File: config.mk
export PLATFORM = sky130hd
export DESIGN_NAME = wb_cfg_master
export DESIGN_NICKNAME = d
export VERILOG_FILES = /design/src/rtl/wb_cfg_master.sv
export SDC_FILE = /design/constraint.sdc
export NUM_CORES = 1
export LEC_CHECK = 0
export BUFFER_PORTS_ARGS = -buffer_cell sky130_fd_sc_hd__buf_2
export CAP_MARGIN = 20
export CORE_MARGIN = 2
export CORE_UTILIZATION = 42
export DETAILED_ROUTE_END_ITERATION = 10
export MAX_ROUTING_LAYER = met4
export PLACE_DENSITY = 0.78
export SYNTH_ARGS = -nofsm -noshare
export SYNTH_HDL_FRONTEND = slang
export SYNTH_SLANG_ARGS = --single-unit
File: constraint.sdc
create_clock -name wb_clk_i -period 3.3 [get_ports wb_clk_i]
set_input_delay 0.33 -clock wb_clk_i [delete_from_list [all_inputs] [get_ports wb_clk_i]]
set_output_delay 0.33 -clock wb_clk_i [all_outputs]
set_load 0.01 [all_outputs]
File: src/rtl/wb_cfg_master.sv
// Wishbone classic single-cycle initiator driven by a valid/ready command stream.
// Optional bus timeout enabled by defining WB_CFG_TIMEOUT_EN.
module wb_cfg_master #(
  parameter int unsigned ADDR_W         = 32,
  parameter int unsigned DATA_W         = 32,
  parameter int unsigned WRITE_RSP      = 1,
  parameter int unsigned TIMEOUT_CYCLES = 255
) (
  input  logic                wb_clk_i,
  input  logic                wb_rst_i,
  input  logic                cmd_valid,
  output logic                cmd_ready,
  input  logic                cmd_we,
  input  logic [DATA_W/8-1:0] cmd_sel,
  input  logic [ADDR_W-1:0]   cmd_addr,
  input  logic [DATA_W-1:0]   cmd_data,
  output logic                rsp_valid,
  input  logic                rsp_ready,
  output logic [DATA_W-1:0]   rsp_data,
  output logic                rsp_err,
  output logic                wbm_cyc_o,
  output logic                wbm_stb_o,
  output logic                wbm_we_o,
  output logic [DATA_W/8-1:0] wbm_sel_o,
  output logic [ADDR_W-1:0]   wbm_adr_o,
  output logic [DATA_W-1:0]   wbm_dat_o,
  input  logic                wbm_ack_i,
  input  logic [DATA_W-1:0]   wbm_dat_i,
  output logic                busy
);

  typedef enum logic [1:0] {
    IDLE = 2'd0,
    BUS  = 2'd1,
    RESP = 2'd2
  } state_t;

  state_t state;
  logic   cmd_fire;
  logic   write_silent;

  assign cmd_fire     = cmd_valid && cmd_ready;
  assign write_silent = wbm_we_o && (WRITE_RSP == 0);

  if (TIMEOUT_CYCLES == 0 || (DATA_W % 8) != 0) begin : g_param_check
    $error("wb_cfg_master: TIMEOUT_CYCLES must be >= 1 and DATA_W a multiple of 8");
  end

`ifdef WB_CFG_TIMEOUT_EN
  localparam int unsigned CNT_W = (TIMEOUT_CYCLES > 1) ? $clog2(TIMEOUT_CYCLES) : 1;

  logic [CNT_W-1:0] tmo_cnt;
  logic             tmo_hit;

  assign tmo_hit = (tmo_cnt == CNT_W'(TIMEOUT_CYCLES - 1));
`else
  assign rsp_err = 1'b0;
`endif

  always_ff @(posedge wb_clk_i or posedge wb_rst_i) begin
    if (wb_rst_i) begin
      state     <= IDLE;
      cmd_ready <= 1'b0;
      rsp_valid <= 1'b0;
      rsp_data  <= '0;
      wbm_cyc_o <= 1'b0;
      wbm_stb_o <= 1'b0;
      wbm_we_o  <= 1'b0;
      wbm_sel_o <= '0;
      wbm_adr_o <= '0;
      wbm_dat_o <= '0;
      busy      <= 1'b0;
`ifdef WB_CFG_TIMEOUT_EN
      rsp_err   <= 1'b0;
      tmo_cnt   <= '0;
`endif
    end else begin
      case (state)
        IDLE: begin
          if (cmd_fire) begin
            state     <= BUS;
            cmd_ready <= 1'b0;
            busy      <= 1'b1;
            wbm_cyc_o <= 1'b1;
            wbm_stb_o <= 1'b1;
            wbm_we_o  <= cmd_we;
            wbm_sel_o <= cmd_sel;
            wbm_adr_o <= cmd_addr;
            wbm_dat_o <= cmd_data;
`ifdef WB_CFG_TIMEOUT_EN
            tmo_cnt   <= '0;
`endif
          end else begin
            cmd_ready <= 1'b1;
          end
        end

        BUS: begin
          if (wbm_ack_i) begin
            wbm_cyc_o <= 1'b0;
            wbm_stb_o <= 1'b0;
            rsp_data  <= wbm_we_o ? '0 : wbm_dat_i;
`ifdef WB_CFG_TIMEOUT_EN
            rsp_err   <= 1'b0;
`endif
            if (write_silent) begin
              state     <= IDLE;
              busy      <= 1'b0;
              cmd_ready <= 1'b1;
            end else begin
              state     <= RESP;
              rsp_valid <= 1'b1;
            end
`ifdef WB_CFG_TIMEOUT_EN
          end else if (tmo_hit) begin
            // Timeouts always report, even for writes that would otherwise be silent.
            wbm_cyc_o <= 1'b0;
            wbm_stb_o <= 1'b0;
            rsp_data  <= '0;
            rsp_err   <= 1'b1;
            rsp_valid <= 1'b1;
            state     <= RESP;
          end else begin
            tmo_cnt <= tmo_cnt + 1'b1;
`endif
          end
        end

        RESP: begin
          if (rsp_ready) begin
            state     <= IDLE;
            rsp_valid <= 1'b0;
            busy      <= 1'b0;
            cmd_ready <= 1'b1;
          end
        end

        default: begin
          state     <= IDLE;
          rsp_valid <= 1'b0;
          wbm_cyc_o <= 1'b0;
          wbm_stb_o <= 1'b0;
          busy      <= 1'b0;
          cmd_ready <= 1'b0;
        end
      endcase
    end
  end

endmodule

Yosys cells after proc, flatten, opt, wreduce, memory -nomap -nowiden
Index checks and enable logic that the tools add are counted.
{"block": "totals", "regBits": 107, "latch_bits": 0, "mem_bits_rw": 0, "rom_bits": 0, "inputBits": 106, "out_inout_bits": 107, "elab_cells": 42, "memories": 0}
{"block": "op_classes", "add_sub_neg": 0, "mul": 0, "div_mod_pow": 0, "magnitude_cmp": 0, "n_eq_ne": 5, "shifts": 0, "n_mux": 15, "n_bitwise": 3, "reduce_logical": 9}
{"cell": "2-to-1 mux 32 bit", "n": 1}
{"cell": "case mux 1 bit (3 select lines)", "n": 4}
{"cell": "AND reduction 3 bit", "n": 4}
{"cell": "2-to-1 mux 1 bit", "n": 6}
{"cell": "2-to-1 mux 2 bit", "n": 3}
{"cell": "!= test 2 bit (second input constant)", "n": 3}
{"cell": "case mux 2 bit (3 select lines)", "n": 1}
{"cell": "AND reduction 2 bit", "n": 3}
{"cell": "inverter 1 bit", "n": 3}
{"cell": "== test 2 x 1 -> 1 bit (second input constant)", "n": 1}
{"cell": "== test 2 bit (second input constant)", "n": 1}
{"cell": "zero test 2 bit", "n": 1}
{"cell": "logical AND 1 bit", "n": 1}

Depth between registers and ports, before layout
{"block": "logic_depth", "depth_word": 3, "depth_mapped": 4, "mapped_depth_nobuf": 2}

Worst setup path before layout
Ideal clock, no wire load.
{"block": "synth_path", "kind": "register -> register", "from": "reg state[1]", "to": "reg wbm_dat_o[19]", "setup_time_ns": 0.125, "arrival_time_ns": 1.357, "required_time_ns": 3.175, "setup_slack_ns": 1.818, "path_stages_with_launch": 5, "n_path_buf": 2, "synth_period_minus_slack_ns": 1.482, "cell_sequence": "dfrtp_1 > and4bb_4 > buf_12 > buf_6 > mux2_4"}
{"block": "synth_between", "elab_chain_len": 2}
{"item": "start, declared", "line_no": "38", "rtl": "state_t state;"}
{"item": "start signal, assigned", "line_no": "62", "rtl": "state <= IDLE;"}
{"item": "start signal, assigned", "line_no": "81", "rtl": "state <= BUS;"}
{"item": "start signal, assigned", "line_no": "107", "rtl": "state <= IDLE;"}
{"item": "zero test 2 bit", "line_no": "78", "rtl": "case (state)"}
{"item": "AND reduction 2 bit (no source line)"}
{"item": "end signal, assigned", "line_no": "89", "rtl": "wbm_dat_o <= cmd_data;"}
{"item": "end, declared", "line_no": "26", "rtl": "output logic [DATA_W-1:0] wbm_dat_o,"}
No other way between the ends.
A chain may end at the register's enable or synchronous reset.

Worst setup path in the final report
{"block": "layout_path", "from": "reg state[1]", "to": "reg wbm_adr_o[11]"}
{"block": "layout_between", "elab_chain_len": 2}
{"item": "zero test 2 bit", "line_no": "78"}
{"item": "AND reduction 2 bit (no source line)"}
{"item": "end signal, assigned", "line_no": "88", "rtl": "wbm_adr_o <= cmd_addr;"}
{"item": "end, declared", "line_no": "25", "rtl": "output logic [ADDR_W-1:0] wbm_adr_o,"}
No other way between the ends.

==> impl_metrics.ini <==
[final_layout]
final.fill_count = 909
postLayoutCoreUtil = 0.5580
antenna_cells = 0
num-nets-final = 595
drive_gt1_frac = 0.6093
synthToLayoutAreaGrowth_pct = 30.29
finalInstanceArea_sq_mm = 0.006022

[sta]
clock.fmax_mhz = 490.7
grt_setup_unrepaired = false
hold_viol_final = 0
timing.final.crit_period_ns = 2.038
setup_violations = 0
period_utilization_post_route = 0.6176
hold_slack_ns = 0.1798
drv_slew = 0
fin_worst_skew_ns = 0.009920
fin_tns_setup_ns = 0

[yosys]
ys_async_sr_fraction = 1.000
synth.top_cells.by_count = 107 x dfrtp_1, 67 x mux2_4, 34 x mux2_1
synth-seq-area-share = 0.5793
synthesis.instances = 277
number_of_enable_flip_flop_cells_after_synthesis = 0
synth-seq-cells = 107
synth.top_cells.by_area = dfrtp_1 58%, mux2_4 22%, mux2_1 8.3%
synth_top_cell_area_share = 0.5793
synthDistinctLibCells = 23
yosys.cell_count.top_type = dfrtp_1
yosys_warnings = 0
syn-num-nets = 383
synth_top_area_cell = dfrtp_1
postSynthAreaPerCell_sq_um = 16.69
post_synth_instance_area_sq_mm = 0.004622
synth-main-ff-cell = dfrtp_1

[global_route]
first_global_vias = 2987
antenna_found_initial = 0
global_route.usage.total = 0.1679
grt_max_degree = 86
grt_pass1_wl_mm = 14.63
grt_remaining_overflow = 0

[placed_design]
port_buffers = 211
gp_congestion = 0.8236
dpl_cell_area_sq_mm = 0.005682
dp_hpwl_mm = 7.024

[power]
p_leak_uw = 0.003127
power.density_mw_per_mm2 = 998.2
ir_worst_vdd_v = 0.0005300

[route]
detail_route.wl_per_cell_um = 15.43
route.detailed.vias_per_inst = 4.664
drtIter0Drc = 74
routed-via-count = 2957
routed_wirelength_mm = 9.784
drc = 0
drtAntennaViolNets = 0
drt_pass1_iterations = 4

[floorplanning]
die-height_um = 108.9
initial_core_util = 0.4282
design.portCount = 213
fp-row-count = 38
dieArea_sq_mm = 0.01186
die_width_um = 108.9
fp.coreArea_sq_mm = 0.01079

[clock_tree]
insertion_delay_ns = 0.37
cts_tree = yes
clock_tree.buffer_depth = 2
tritoncts.num_buffers = 9
clkSinkCount = 107
cts.clk_slew.worst_paths_ns = 0.10
clk_root_buffer_cell = clkbuf_8
ctsHtreeMaxLevel = 3
cts.repair_timing.setup_buffer_count = 0

[setup_path]
setup.worst_path.start_class = flop
timing.critical_path.to_type = flop
worstPathArrival_ns = 2.29
startpoint = state[1]$_DFFE_PP0P_
worst_r2r_startpoint = state[1]$_DFFE_PP0P_
required_time_at_the_endpoint_of_the_critical_path_ns = 3.56
timing_worst_setup_path_type = flop to flop
timing.critical_path.fanout_max = 54

[run_status]
run_status = finished clean

[run]
maxCapViolCount = 0

[hold_path]
hp-start = cmd_addr[8]
holdCritPathClass = input pin to flop
[power breakdown]
group          internal, uW  switching [uW]
registers              1970             396
logic                  1480            1120
clock network           623             431
total                  4070            1940
[layer usage]
layer / track usage / share of wire / up-vias
met4: 0.07784 / 0.023 / 0
met5: - / 0 / -
met1: 0.1975 / 0.41 / 1451
met3: 0.04483 / 0.064 / 19
met2: 0.2689 / 0.50 / 129
li1: - / - / 1358
[area by class of cell]
class | instances | area [sq um] | share of cell area
flip-flops and latches | 107 | 2678 | 0.4446
multi-input cells | 152 | 1724 | 0.2863
repair buffers | 218 | 1164 | 0.1932
well taps | 140 | 175.2 | 0.02909
clock buffers | 12 | 155.1 | 0.02576
clock inverters | 4 | 120.1 | 0.01995
inverters | 1 | 6.256 | 0.001039
[per-stage QoR]
stage | std cells | total power [uW] | worst slack [ns]
3_3_place_gp | 615 | 4859 | 1.373
2_1_floorplan | 277 | 4132 | 0.1528
3_5_place_dp | 615 | 4964 | 1.309
6_report | 634 | 6011 | 1.262
4_1_cts | 631 | 6041 | 1.167
5_1_grt | 634 | 6366 | 1.214
[cell families (layout without fill, tap and decap cells)]
group,count (synthesis),in the layout,synth area share
AO/OA/AOI/OAI,6,6,0.009477
buffers and inverters,18,235,0.04764
flip-flops,107,107,0.5793
multiplexers,101,101,0.3005
other,1,1,0.0008113
AND/OR/NAND/NOR,44,44,0.06227
[worst max-delay path, stage by stage, from the launching register on]
cell and delay [ns]:
dfrtp_1 0.47, and4bb_4 0.64, buf_12 0.36, mux2_4 0.34
[path summary, 6_finish.rpt]
path | to | slack [ns] | depth (start not counted)
max reg2reg | wbm_adr_o[11]$_DFFE_PP0P_ | 1.26 | 3
min in group asynchronous | rsp_valid$_DFFE_PP0P_ | 0.49 | 3
min reg2reg | rsp_data[22]$_DFFE_PP0P_ | 0.49 | 1
min | wbm_adr_o[8]$_DFFE_PP0P_ | 0.18 | 2
max in group asynchronous | wbm_dat_o[17]$_DFFE_PP0P_ | 1.96 | 5
max | wbm_adr_o[11]$_DFFE_PP0P_ | 1.26 | 3
[registers in the layout, indices dropped and copies added (netlist names)]
signal     flops
wbm_dat_o     32
wbm_sel_o      4
wbm_stb_o      1
wbm_we_o       1
state          2
cmd_ready      1
busy           1
rsp_data      32
rsp_valid      1
wbm_adr_o     32
[repair_timing]
item / 4_1_cts / 5_1_grt
gates resized for setup: 0 / 0
hold endpoints to repair: 0 / 26
hold buffers: 0 / 1
[cell usage in the layout (no fill, tap or decap), drive strengths merged]
cell / n
a211oi: 1
or2: 1
and2b: 1
clkbuf: 12
buf: 217
nor2: 2
o2bb2ai: 1
and3b: 1
a211o: 2
nor2b: 33
a21oi: 2
dlygate4sd3: 1
nor3b: 2
nand2b: 2
conb: 1
dfrtp: 107
nand3b: 1
inv: 1
mux2: 101
bufinv: 4
and4bb: 1
Note: power is estimated with default switching activity, not from simulation.
